[src/rtl/quadrature_decoder.sv]
// Quadrature encoder decoder: synchronizes and filters A/B, emits step/dir per legal
// transition, keeps a loadable up/down position count and a sticky illegal-transition flag.
module quadrature_decoder #(
  parameter int N           = 16,
  parameter int SYNC_STAGES = 2,
  parameter int FILT_LEN    = 3
) (
  input  logic         clk,
  input  logic         rst,
  input  logic         enc_a,
  input  logic         enc_b,
  input  logic         en,
  input  logic         load,
  input  logic [N-1:0] d_in,
  input  logic         err_clr,
  output logic         step,
  output logic         dir,
  output logic [N-1:0] pos,
  output logic         err
);

  localparam int PRIME_LEN = SYNC_STAGES + FILT_LEN;
  localparam int CW        = (FILT_LEN > 1) ? $clog2(FILT_LEN + 1) : 1;
  localparam int PW        = $clog2(PRIME_LEN + 1);

  logic [SYNC_STAGES-1:0] sync_a_q, sync_a_d;
  logic [SYNC_STAGES-1:0] sync_b_q, sync_b_d;
  logic [1:0]             ch_f_q, ch_f_d;
  logic [CW-1:0]          cnt_q [2];
  logic [CW-1:0]          cnt_d [2];
  logic [1:0]             prev_q, prev_d;
  logic [PW-1:0]          prime_cnt_q, prime_cnt_d;
  logic                   primed_q, primed_d;
  logic                   step_q, step_d;
  logic                   dir_q, dir_d;
  logic [N-1:0]           pos_q, pos_d;
  logic                   err_q, err_d;
  logic [1:0]             ch_s;
  logic                   illegal;

  // Forward sequence is 00 -> 10 -> 11 -> 01 -> 00, with bit 1 = A and bit 0 = B.
  function automatic logic [1:0] fwd_next(input logic [1:0] s);
    logic [1:0] r;
    case (s)
      2'b00:   r = 2'b10;
      2'b10:   r = 2'b11;
      2'b11:   r = 2'b01;
      default: r = 2'b00;
    endcase
    return r;
  endfunction

  assign ch_s = {sync_a_q[SYNC_STAGES-1], sync_b_q[SYNC_STAGES-1]};

  always_comb begin
    sync_a_d    = {sync_a_q[SYNC_STAGES-2:0], enc_a};
    sync_b_d    = {sync_b_q[SYNC_STAGES-2:0], enc_b};
    ch_f_d      = ch_f_q;
    cnt_d[0]    = cnt_q[0];
    cnt_d[1]    = cnt_q[1];
    prev_d      = prev_q;
    prime_cnt_d = prime_cnt_q;
    primed_d    = primed_q;
    step_d      = 1'b0;
    dir_d       = dir_q;
    pos_d       = pos_q;
    err_d       = err_q;
    illegal     = 1'b0;

    if (!primed_q) begin
      // Track the resting encoder state directly so release never looks like motion.
      prime_cnt_d = prime_cnt_q + 1'b1;
      if (prime_cnt_q == PW'(PRIME_LEN - 1)) primed_d = 1'b1;
      ch_f_d   = ch_s;
      prev_d   = ch_s;
      cnt_d[0] = '0;
      cnt_d[1] = '0;
    end else begin
      for (int i = 0; i < 2; i++) begin
        if (ch_s[i] != ch_f_q[i]) begin
          if (cnt_q[i] == CW'(FILT_LEN - 1)) begin
            ch_f_d[i] = ch_s[i];
            cnt_d[i]  = '0;
          end else begin
            cnt_d[i] = cnt_q[i] + 1'b1;
          end
        end else begin
          cnt_d[i] = '0;
        end
      end
      prev_d = ch_f_q;
      if (ch_f_q != prev_q) begin
        if (ch_f_q == fwd_next(prev_q)) begin
          step_d = 1'b1;
          dir_d  = 1'b1;
        end else if (prev_q == fwd_next(ch_f_q)) begin
          step_d = 1'b1;
          dir_d  = 1'b0;
        end else begin
          illegal = 1'b1;
        end
      end
    end

    if (err_clr) err_d = 1'b0;
    if (illegal) err_d = 1'b1;

    if (load) begin
      pos_d = d_in;
    end else if (step_d && en) begin
      pos_d = dir_d ? pos_q + 1'b1 : pos_q - 1'b1;
    end
  end

  always_ff @(posedge clk or negedge rst) begin
    if (!rst) begin
      sync_a_q    <= '0;
      sync_b_q    <= '0;
      ch_f_q      <= '0;
      cnt_q[0]    <= '0;
      cnt_q[1]    <= '0;
      prev_q      <= '0;
      prime_cnt_q <= '0;
      primed_q    <= 1'b0;
      step_q      <= 1'b0;
      dir_q       <= 1'b0;
      pos_q       <= '0;
      err_q       <= 1'b0;
    end else begin
      sync_a_q    <= sync_a_d;
      sync_b_q    <= sync_b_d;
      ch_f_q      <= ch_f_d;
      cnt_q[0]    <= cnt_d[0];
      cnt_q[1]    <= cnt_d[1];
      prev_q      <= prev_d;
      prime_cnt_q <= prime_cnt_d;
      primed_q    <= primed_d;
      step_q      <= step_d;
      dir_q       <= dir_d;
      pos_q       <= pos_d;
      err_q       <= err_d;
    end
  end

  assign step = step_q;
  assign dir  = dir_q;
  assign pos  = pos_q;
  assign err  = err_q;

endmodule

[config.mk]
export PLATFORM = sky130hd
export DESIGN_NAME = quadrature_decoder
export DESIGN_NICKNAME = d
export VERILOG_FILES = /design/src/rtl/quadrature_decoder.sv
export SDC_FILE = /design/constraint.sdc
export NUM_CORES = 1
export LEC_CHECK = 0
export BUFFER_PORTS_ARGS = -buffer_cell sky130_fd_sc_hd__buf_2
export CORE_MARGIN = 3
export CORE_UTILIZATION = 50
export CTS_CLUSTER_SIZE = 10
export DETAILED_ROUTE_END_ITERATION = 12
export PLACE_DENSITY = 0.79
export SETUP_SLACK_MARGIN = 0.2
export SLEW_MARGIN = 20
export SYNTH_ARGS = -nofsm -noshare
export SYNTH_HDL_FRONTEND = slang
export SYNTH_SLANG_ARGS = --single-unit
[constraint.sdc]
create_clock -name clk -period 3.6 [get_ports clk]
set_clock_uncertainty 0.1 [all_clocks]
set_input_delay 0.18 -clock clk [delete_from_list [all_inputs] [get_ports clk]]
set_output_delay 0.18 -clock clk [all_outputs]
set_load 0.05 [all_outputs]
; Yosys cells after proc, flatten, opt, wreduce, memory -nomap -nowiden
; Index checks and enable logic that the tools add are counted.
[op_classes]
n_addsub = 5
eq_ne = 16
n_mux = 37
reduce_logical = 7
[op_table]
columns = cell, n
row1 = 16-bit 2-to-1 mux, 3
row2 = 2-bit 2-to-1 mux, 11
row3 = 1-bit 2-to-1 mux, 20
row4 = 16-bit by 1-bit adder with 16-bit output (second input constant), 1
row5 = 16-bit by 1-bit subtractor with 16-bit output (second input constant), 1
row6 = 2-bit == test (second input constant), 6
row7 = 2-bit case mux with 3 select lines, 2
row8 = 2-bit by 1-bit != test with 1-bit output (second input constant), 4
row9 = 2-bit by 1-bit adder with 2-bit output (second input constant), 2
row10 = 2-bit == test, 2
row11 = 2-bit zero test, 2
row12 = 4-bit 2-to-1 mux, 1
row13 = 2-bit AND reduction, 2
row14 = 2-bit nonzero test, 2
row15 = 3-bit by 1-bit adder with 3-bit output (second input constant), 1
row16 = 3-bit == test (second input constant), 1
row17 = 1-bit != test, 2
row18 = 2-bit != test, 1
row19 = 1-bit logical AND, 1
[totals]
regBits = 35
in_bits = 23
output_inout_bits = 19
word_cells = 78

; Longest topological paths before layout
; Gate-level depths: netlist (run 1).
[depth]
word_depth = 16
mapped_depth = 12
depth_no_buf = 11

; Worst setup path before layout (run 1)
; OpenSTA, ideal clock, no wires.
[synth_path]
kind = reg-to-reg
start = reg dir_q (netlist: dir)
end = reg pos_q[13] (netlist: pos[13])
setup_ns = 0.131
arrival_time_ns = 3.010
required_time_ns = 3.369
slack_ns = 0.358
stages_incl_launch_ff = 11
n_path_buf = 0
synth_period_minus_slack_ns = 3.242
path_cell_list = dfrtp_1 > o21ai_0 > a21oi_1 > inv_1 > ha_1 > a211oi_1 > o211ai_1 > a21boi_0 > o311ai_0 > nand3_1 > or3b_1
[synth_via]
elab_chain_cells = 7
[synth_lines]
columns = element, line
row1 = start: declaration, 35  ; logic dir_q, dir_d;
row2 = start signal: assignment, 139  ; dir_q <= dir_d;
row3 = 1-bit 2-to-1 mux, 96  ; end else if (prev_q == fwd_next(ch_f_q)) begin
row4 = 1-bit 2-to-1 mux, 93  ; if (ch_f_q == fwd_next(prev_q)) begin
row5 = 1-bit 2-to-1 mux, 92  ; if (ch_f_q != prev_q) begin
row6 = 1-bit 2-to-1 mux *, 70  ; if (!primed_q) begin
row7 = via dir_d, 35
row8 = 16-bit 2-to-1 mux *, 111  ; pos_d = dir_d ? pos_q + 1'b1 : pos_q - 1'b1;
row9 = 16-bit 2-to-1 mux *, 110  ; end else if (step_d && en) begin
row10 = 16-bit 2-to-1 mux *, 108  ; if (load) begin
row11 = end signal: assignment, 140  ; pos_q <= pos_d;
row12 = end: declaration, 36  ; logic [N-1:0] pos_q, pos_d;
; Mark *: on every way through the listed nets, which the timed path passes. The rest lies on a longest branch. The select of a mux whose other input is x is not followed.
; A chain may end at the register's enable or synchronous reset.

; Worst setup path after layout (run 1)
[layout_path]
start = reg ch_f_q[1]
end = reg pos_q[12] (netlist: pos[12])
[layout_via]
elab_chain_cells = 13
elab_cells_between_ends = 23
cone_classes = 5 x eq/ne / 15 x mux / 3 x reduce/logical
[layout_lines]
columns = element, line
row1 = start: declaration, 28  ; logic [1:0] ch_f_q, ch_f_d;
row2 = start signal: assignment, 132  ; ch_f_q <= ch_f_d;
row3 = 2-bit == test / 2-bit zero test (equally long branches), 44  ; case (s)
row4 = 2-bit case mux with 3 select lines, 44
row5 = 2-bit 2-to-1 mux, 93
row6 = 2-bit 2-to-1 mux, 92
row7 = 2-bit 2-to-1 mux, 70
row8 = 2-bit == test, 96
row9 = 1-bit 2-to-1 mux, 96
row10 = 1-bit 2-to-1 mux, 93
row11 = 1-bit 2-to-1 mux *, 92
row12 = 1-bit 2-to-1 mux *, 70
row13 = via dir_d, 35
row14 = 16-bit 2-to-1 mux *, 111
row15 = 16-bit 2-to-1 mux *, 110
row16 = 16-bit 2-to-1 mux *, 108
; Marks and branches as above.

==> impl_metrics.csv, run 1 <==
group,metric,value,unit
worst_setup_path,required,3690,ps
clock_network,htreeDepth,2,
layout,antenna_cells,0,
timing,worst_slack,390.3,ps
floorplanning,die_y,72.37,um
layout,areaGrowthSynthToFinish,23.81,%
clock_network,clock_latency,290,ps
floorplanning,die_w,72.37,um
layout,seqCellArea,877.1,um^2
drt,wl,5004,um
placed_design,placed_cell_area,0.002440,mm^2
timing,relSlewSlack,47.40,%
synthesis,synthArstFlopShare,100.0,%
drt,vias,1911,
clock_network,root_buffer,"clkbuf_8",
layout,nNetsFinal,333,
placed_design,preCtsSetupSlack,88.85,ps
layout,fillers,336,
global_route,grt_pass1_wl,8162,um
timing,setup_viol,0,
global_route,grt_usage,19.84,%
synthesis,synth_top_area_cell,"dfrtp_1",
clock_network,clkTransAtPathRegs,70,ps
timing,hold_viol,0,
synthesis,synthCells,235,
layout,design_area,0.002726,mm^2
synthesis,yosys_register_bits,35,
synthesis,synth_common_cells,"dfrtp_1 (35), a21oi_1 (27), nand2_1 (23), o21ai_0 (23), xnor2_1 (18)",
placed_design,gp_congestion,0.8904,
synthesis,avgSynthCellArea,9.371,um^2
timing,max_freq,0.3116,GHz
floorplanning,fp-row-count,23,
worst_setup_path,crit_start,"ch_f_q[1]$_DFFE_PN0P_",
worst_setup_path,end_kind,"flop",
drt,wl_per_cell,14.59,um
hold_path,min_from,"d_in[12]",
worst_setup_path,worstPathArrival,3300,ps
global_route,grt_max_degree,38,
run,max_cap_violations,0,
global_route,grt_pass1_vias,1829,
synthesis,synth_top_cell_area_share,39.77,%
layout,drive_above_1_share,23.21,%
drt,ant_nets,0,
clock_network,cts_buffers,5,
layout,final-instance-count-excl-fill,343,
floorplanning,num_io_pins,42,
floorplanning,core-area,0.004115,mm^2
clock_network,cts_buffer_depth,2,
drt,vias_per_cell,5.571,
worst_setup_path,reg2reg_to,"pos[12]$_DFFE_PN0P_",
drt,firstDrtPassIters,4,
worst_setup_path,worst_setup_path_start_kind,"flop",
worst_setup_path,r2r_start,"ch_f_q[1]$_DFFE_PN0P_",
placed_design,dp_hpwl,3253,um
synthesis,yosys-top-cells-area,"dfrtp_1 (40%), ha_1 (9.1%), xnor2_1 (7.2%), a21oi_1 (6.1%), o21ai_0 (5.2%)",
synthesis,synth_area,0.002202,mm^2
worst_setup_path,reg2reg_setup_slack,390,ps
timing,slew_viol_final,0,
floorplanning,start_util,53.51,%
drt,first_iter_violations,149,
hold_path,hold_path.class,"primary input to flop",
worst_setup_path,cp-endpoint,"pos[12]$_DFFE_PN0P_",
synthesis,ys_seq_area_share,39.77,%
drt,remaining_drc_errors,0,
timing,rsz0062_at_grt,"false",
global_route,antenna_found_initial,0,
synthesis,ys.flop_type,"dfrtp_1",
clock_network,clkSinkCount,35,
timing,fin_tns_setup,0,ps
timing,tightestPinTransition,789.1,ps
worst_setup_path,critPathKind,"flop to flop",
outcome,status,"finished, final reports clean",
synthesis,ys_types,39,
worst_setup_path,path_max_fanout,11,
timing,period_needed,3210,ps
timing,fin_crit_sh,89.16,%
placed_design,port-buffer-count,41,
global_route,overflow,0,
layout,multiInputGateArea,0.001256,mm^2
placed_design,dp.cells,321,
floorplanning,die_area,0.005237,mm^2
synthesis,synth_edf_count,0,
clock_network,cts_tree,"yes",
synthesis,synth.most_common_cell,"dfrtp_1",
worst_setup_path,reg2reg_depth,11,
synthesis,yosys_warnings,0,
synthesis,syn_nets,275,
-- cells in the final DEF, fill, tap and decap left out, types with 3 or more instances in the layout --
cell type,n
clkbuf_8,5
nand2_1,23
o21ai_0,23
mux2_2,6
inv_1,13
xnor2_1,18
nor4_1,4
o211ai_1,3
a21oi_1,25
o31ai_1,3
mux2i_1,6
buf_2,41
dfrtp_1,34
xor2_1,3
ha_1,15
nor3_1,3
nor2_1,11
dlygate4sd3_1,14
nand3_1,4
buf_4,3
-- layer usage --
metal,share of wire (%),global-route usage (%)
met5,0,0
met4,1.4,6.889
met3,5.7,5.125
met2,47,31.45
met1,46,26.28
-- stage by stage --
step                utilization [%]  hold slack [ps]
finish                        66.25            15.34
global route                  66.25            19.47
CTS                           64.88           0.2918
detailed placement            59.29            189.7
global placement              59.29            188.5
floorplan                         -           -215.6
-- sequential cells by signal, indices dropped and copies added, names as in the netlist, 2 cells and up --
signal and flops:
prev_q 2, cnt_q 4, pos 16, sync_b_q 2
ch_f_q 2, sync_a_q 2, prime_cnt_q 3
-- worst min-delay path by stage --
stage / endpoint / cells past startpoint / slack [ps]
2_1_floorplan: ch_f_q[0]$_DFFE_PN0P_ / 0 / -220
3_3_place_gp: sync_b_q[0]$_DFF_PN0_ / 1 / 190
3_5_place_dp: sync_b_q[0]$_DFF_PN0_ / 1 / 190
4_1_cts: pos[1]$_DFFE_PN0P_ / 3 / 0.3
5_1_grt: pos[12]$_DFFE_PN0P_ / 3 / 20
6_report: pos[12]$_DFFE_PN0P_ / 3 / 20
-- timing repair --
item,CTS,global route
hold buffers,12,2
buffers inserted,0,1
resized for setup,3,8
endpoints found under the setup margin,2,5
pin swaps,0,3
endpoints found under the hold margin,46,2
-- worst max-delay path: stages, from the launching register on --
cell and delay, ps:
dfrtp_1 460, xor2_2 220, o21ai_0 250, a21oi_2 120
inv_2 190, ha_2 360, a211oi_2 330, o21ai_0 220
a2111oi_1 400, nor3_1 130, xnor2_1 140, o31ai_1 180
-- logic make-up after synthesis --
kind of cell | after synthesis | synth area share [%]
fa+ha+maj | 17 | 10.00
flops | 35 | 39.77
buf+inv | 22 | 4.602
compound gates | 70 | 18.35
simple gates | 57 | 12.73
xor+xnor | 22 | 8.750
mux | 12 | 5.795
-- cell type report --
type	instances	area share, %
multi-input combinational	178	46.08
sequential	35	32.17
timing repair buffer	58	13.49
clock buffer	5	2.524
tap	50	2.295
inverter	15	2.065
clock inverter	2	1.377
Power of run 1 is not shown: default switching activity piles up to over one toggle a cycle in this logic, so the estimate is an artifact.
==> run 2, diff against run 1 <==
Settings changed: CAP_MARGIN set to 20, PLACE_DENSITY 0.79 to 0.74.
Clock period 3.6 ns to 3.7 ns, I/O delays scaled along.
==> run 2 against run 1 <==
  * Register-to-register slack better by 110 ps
  * Count of clock-buffer cells in the layout unchanged
  * Via count down 2.4%
  * Final cell count down 0.87%
  * Sequential cell count unchanged
  * Sequential share of layout area up 0.42 points
  * Critical path depth unchanged
  * Critical endpoint is now pos[13]$_DFFE_PN0P_
  * Routed wire length down 3.7%
  * Fmax up 0.27%
==> impl_metrics.csv, run 2 (synthesized netlist as in run 1, its figures left out) <==
group,metric,value,unit
layout,drive_above_1_share,23.10,%
timing,fin_crit_sh,86.52,%
clock_network,root_buffer,"clkbuf_8",
clock_network,clkTransAtPathRegs,80,ps
drt,remaining_drc_errors,0,
timing,rsz0062_at_grt,"false",
placed_design,gp_congestion,0.7994,
drt,wl,4820,um
global_route,grt_pass1_wl,7790,um
timing,fin_tns_setup,0,ps
layout,antenna_cells,0,
drt,vias,1865,
clock_network,htreeDepth,2,
worst_setup_path,critPathKind,"flop to flop",
drt,first_iter_violations,129,
timing,hold_viol,0,
clock_network,cts_buffers,5,
clock_network,cts_buffer_depth,2,
worst_setup_path,path_max_fanout,8,
worst_setup_path,end_kind,"flop",
timing,tightestPinTransition,768.2,ps
run,max_cap_violations,0,
floorplanning,die_area,0.005237,mm^2
drt,ant_nets,0,
worst_setup_path,reg2reg_setup_slack,500,ps
hold_path,hold_path.class,"primary input to flop",
floorplanning,die_w,72.37,um
timing,max_freq,0.3124,GHz
timing,period_needed,3201,ps
floorplanning,fp-row-count,23,
timing,relSlewSlack,48.78,%
global_route,grt_max_degree,38,
worst_setup_path,crit_start,"ch_f_q[1]$_DFFE_PN0P_",
global_route,grt_pass1_vias,1747,
floorplanning,core-area,0.004115,mm^2
placed_design,port-buffer-count,41,
clock_network,cts_tree,"yes",
timing,slew_viol_final,0,
clock_network,post_cts_buffers,0,
hold_path,worstHoldPathCells,3,
layout,nNetsFinal,329,
layout,largest_reg_flops,16,
timing,setup_viol,0,
layout,mostFrequentLayoutCells,"buf_2 (41), dfrtp_1 (34), a21oi_1 (25)",
global_route,grt_usage,19.35,%
worst_setup_path,reg2reg_to,"pos[13]$_DFFE_PN0P_",
hold_path,min_from,"d_in[3]",
floorplanning,start_util,53.51,%
timing,whs,2.223,ps
drt,wl_per_cell,14.18,um
placed_design,dp_hpwl,3364,um
floorplanning,die_y,72.37,um
outcome,status,"finished, final reports clean",
drt,vias_per_cell,5.485,
global_route,overflow,0,
layout,fillers,357,
floorplanning,num_io_pins,42,
hold_path,holdPathEnd,"pos[3]$_DFFE_PN0P_",
global_route,antenna_found_initial,0,
layout,areaGrowthSynthToFinish,22.22,%
worst_setup_path,required,3780,ps
worst_setup_path,reg2reg_depth,11,
clock_network,clkSinkCount,35,
worst_setup_path,r2r_start,"ch_f_q[1]$_DFFE_PN0P_",
worst_setup_path,worstPathArrival,3280,ps
worst_setup_path,worst_setup_path_start_kind,"flop",
drt,firstDrtPassIters,4,
clock_network,clock_latency,300,ps
layout,layout_commonest_cell,"buf_2",
run 2: routing by layer:
metal / track usage, % / vias up / share of wire, %
met5: 0 / - / 0
met4: 6.889 / 0 / 1.3
met3: 5.125 / 5 / 4.9
met2: 31.65 / 43 / 47
met1: 24.60 / 871 / 47
li1: - / 946 / -
run 2: final cells by class:
cell class	count	area, um^2	share of cell area, %
clock buffer	5	68.82	2.557
clock inverter	3	47.55	1.767
inverter	15	56.30	2.092
multi-input combinational	178	1249	46.40
sequential	35	877.1	32.59
tap	50	62.56	2.325
timing repair buffer	54	330.3	12.27
run 2: worst max path at each step:
stage / end / slack, ps / cells after the start
final: pos[13]$_DFFE_PN0P_ / 500 / 11
after detailed placement: pos[13]$_DFFE_PN0P_ / 230 / 11
after global routing: pos[13]$_DFFE_PN0P_ / 260 / 11
after floorplan: pos[13]$_DFFE_PN0P_ / 460 / 10
after CTS: pos[13]$_DFFE_PN0P_ / 210 / 11
after global placement: pos[13]$_DFFE_PN0P_ / 400 / 11
run 2: what timing repair did:
item / CTS / global route
endpoints found under the setup margin: 0 / 6
hold buffers: 11 / 0
gates resized for setup: 0 / 9
hold endpoints to repair: 45 / 0
run 2: worst max-delay path, cell delays in order, from the launching register on:
cell	delay (ps)
dfrtp_1	460
xor2_2	240
o21ai_0	140
a21oi_2	240
inv_2	140
ha_2	420
o211ai_1	120
o211ai_1	250
a21boi_0	190
o311ai_1	320
a21oi_1	100
or3b_1	360
run 2: stage by stage:
| step | instances | util [%] | worst slack [ps] | instance area (um^2) |
|---|---|---|---|---|
| 3_5_place_dp | 321 | 59.29 | 229.0 | 2440 |
| 6_report | 340 | 65.40 | 498.8 | 2691 |
| 2_1_floorplan | 235 | - | 458.3 | 2202 |
| 3_3_place_gp | 321 | 59.29 | 404.5 | 2440 |
| 5_1_grt | 340 | 65.40 | 257.5 | 2691 |
| 4_1_cts | 340 | 64.79 | 206.2 | 2666 |
Power of run 2 is left out for the same reason.
==> run 3, diff against run 2 <==
Settings changed: BUFFER_PORTS_ARGS -buffer_cell sky130_fd_sc_hd__buf_2 to unset, DONT_BUFFER_PORTS set to 1, PLACE_DENSITY 0.74 to 0.66.
==> run 3 against run 2 <==
  * Fmax is 1.0% lower
  * Via count decreased by 4.6%
  * Core utilization down 2.3 points
  * Die area is the same
  * Global-route usage rose by 0.15 points
  * Count of clock-buffer cells in the layout grew 1
  * Sequential cell count unchanged
  * Final cell count is 8.8% lower
  * First-iteration DRC count is 13% lower
  * Register-to-register slack worse by 30 ps
  * Worst setup slack got worse by 34 ps
  * Largest cell class unchanged
  * Highest routed layer unchanged
==> impl_metrics.csv, run 3 (synthesized netlist as in run 1, its figures left out) <==
group,metric,value,unit
outcome,status,"finished, final reports clean",
clock_network,root_buffer,"clkbuf_8",
clock_network,clock_latency,290,ps
floorplanning,start_util,53.51,%
worst_setup_path,worst_setup_path_start_kind,"flop",
drt,first_iter_violations,112,
drt,vias,1779,
timing,hold_viol,0,
floorplanning,core-area,0.004115,mm^2
timing,slew_viol_final,0,
worst_setup_path,critPathKind,"flop to flop",
timing,rsz0062_at_grt,"false",
worst_setup_path,reg2reg_setup_slack,470,ps
drt,wl_per_cell,15.15,um
timing,setup_viol,0,
placed_design,port-buffer-count,0,
hold_path,hold_path.class,"primary input to flop",
timing,fin_tns_setup,0,ps
timing,tightestPinTransition,929.2,ps
placed_design,gp_congestion,0.8963,
clock_network,cts_tree,"yes",
clock_network,clkSinkCount,35,
clock_network,clkTransAtPathRegs,70,ps
timing,relSlewSlack,37.85,%
run,max_cap_violations,0,
floorplanning,fp-row-count,23,
drt,topRoutingLayerUsed,"met4",
global_route,grt_usage,19.50,%
layout,layout_commonest_cell,"dfrtp_1",
drt,firstDrtPassIters,4,
drt,ant_nets,0,
layout,mostFrequentLayoutCells,"dfrtp_1 (35), a21oi_1 (26), o21ai_0 (23), nand2_1 (23), dlygate4sd3_1 (20)",
drt,wl,4697,um
clock_network,cts_buffers,5,
clock_network,cts_buffer_depth,2,
floorplanning,die_area,0.005237,mm^2
worst_setup_path,worstPathArrival,3310,ps
drt,wl_met1,2227,um
clock_network,post_cts_buffers,0,
timing,period_needed,3235,ps
layout,largest_reg_flops,16,
clock_network,htreeDepth,2,
timing,fin_crit_sh,87.43,%
global_route,grt_max_degree,36,
drt,dr_wl_met3,327,um
floorplanning,die_y,72.37,um
layout,antenna_cells,0,
timing,max_freq,0.3091,GHz
layout,nNetsFinal,299,
worst_setup_path,end_kind,"flop",
drt,met2_length,2070,um
worst_setup_path,required,3770,ps
worst_setup_path,path_max_fanout,11,
layout,fillers,366,
global_route,grt_pass1_vias,1700,
drt,remaining_drc_errors,0,
global_route,grt_pass1_wl,7914,um
layout,areaGrowthSynthToFinish,17.90,%
floorplanning,die_w,72.37,um
floorplanning,num_io_pins,42,
global_route,overflow,0,
drt,vias_per_cell,5.739,
placed_design,dp_hpwl,3201,um
layout,drive_above_1_share,9.231,%
global_route,antenna_found_initial,0,
run 3: area by class of cell:
type / count / area, um^2 / share of cell area, %
Sequential cell: 35 / 875.8 / 33.73
Timing Repair Buffer: 24 / 242.7 / 9.349
Inverter: 15 / 56.30 / 2.169
Clock buffer: 6 / 82.58 / 3.181
Tap cell: 50 / 62.56 / 2.410
Multi-Input combinational cell: 178 / 1237 / 47.66
Clock inverter: 2 / 38.79 / 1.494
run 3: worst paths after layout:
kind	startpoint	to	cells after the start
max	ch_f_q[1]$_DFFE_PN0P_	pos[13]$_DFFE_PN0P_	11
min	load	pos[13]$_DFFE_PN0P_	3
max reg2reg	ch_f_q[1]$_DFFE_PN0P_	pos[13]$_DFFE_PN0P_	11
min reg2reg	sync_b_q[0]$_DFF_PN0_	sync_b_q[1]$_DFF_PN0_	0
max in group asynchronous	rst	pos[12]$_DFFE_PN0P_	2
min in group asynchronous	rst	prime_cnt_q[2]$_DFFE_PN0N_	2
run 3: critical path: stages (launching register included):
cell      delay (ps)
dfrtp_1          460
xor2_2           240
o21ai_0          130
a21oi_2          220
inv_2            150
ha_1             370
a211oi_1         350
o211ai_1         200
a21boi_0         320
o311ai_1         150
nand3_1           80
or3b_1           340
run 3: routing by layer:
layer / GRT usage, % / vias to the layer above
li1: - / 884
met1: 26.71 / 829
met2: 29.63 / 59
met3: 4.571 / 7
met4: 7.933 / 0
met5: 0 / -
run 3: stage by stage:
step	instances	utilization (%)	cell area (um^2)	setup WS, ps	hold WS, ps
5_1_grt	310	63.09	2596	249.8	13.86
3_3_place_gp	281	54.48	2242	354.9	-209.7
2_1_floorplan	235	-	2202	458.3	-210.6
4_1_cts	310	62.79	2584	279.7	8.743
6_report	310	63.09	2596	465.2	16.70
3_5_place_dp	281	54.48	2242	206.3	-209.7
run 3: what timing repair did:
action                                 CTS  global route
hold buffers                            21             0
resized for setup                        1             4
cloned                                   0             0
endpoints found under the hold margin   53             0
setup endpoints to repair                1             4
Power of run 3 is left out for the same reason.
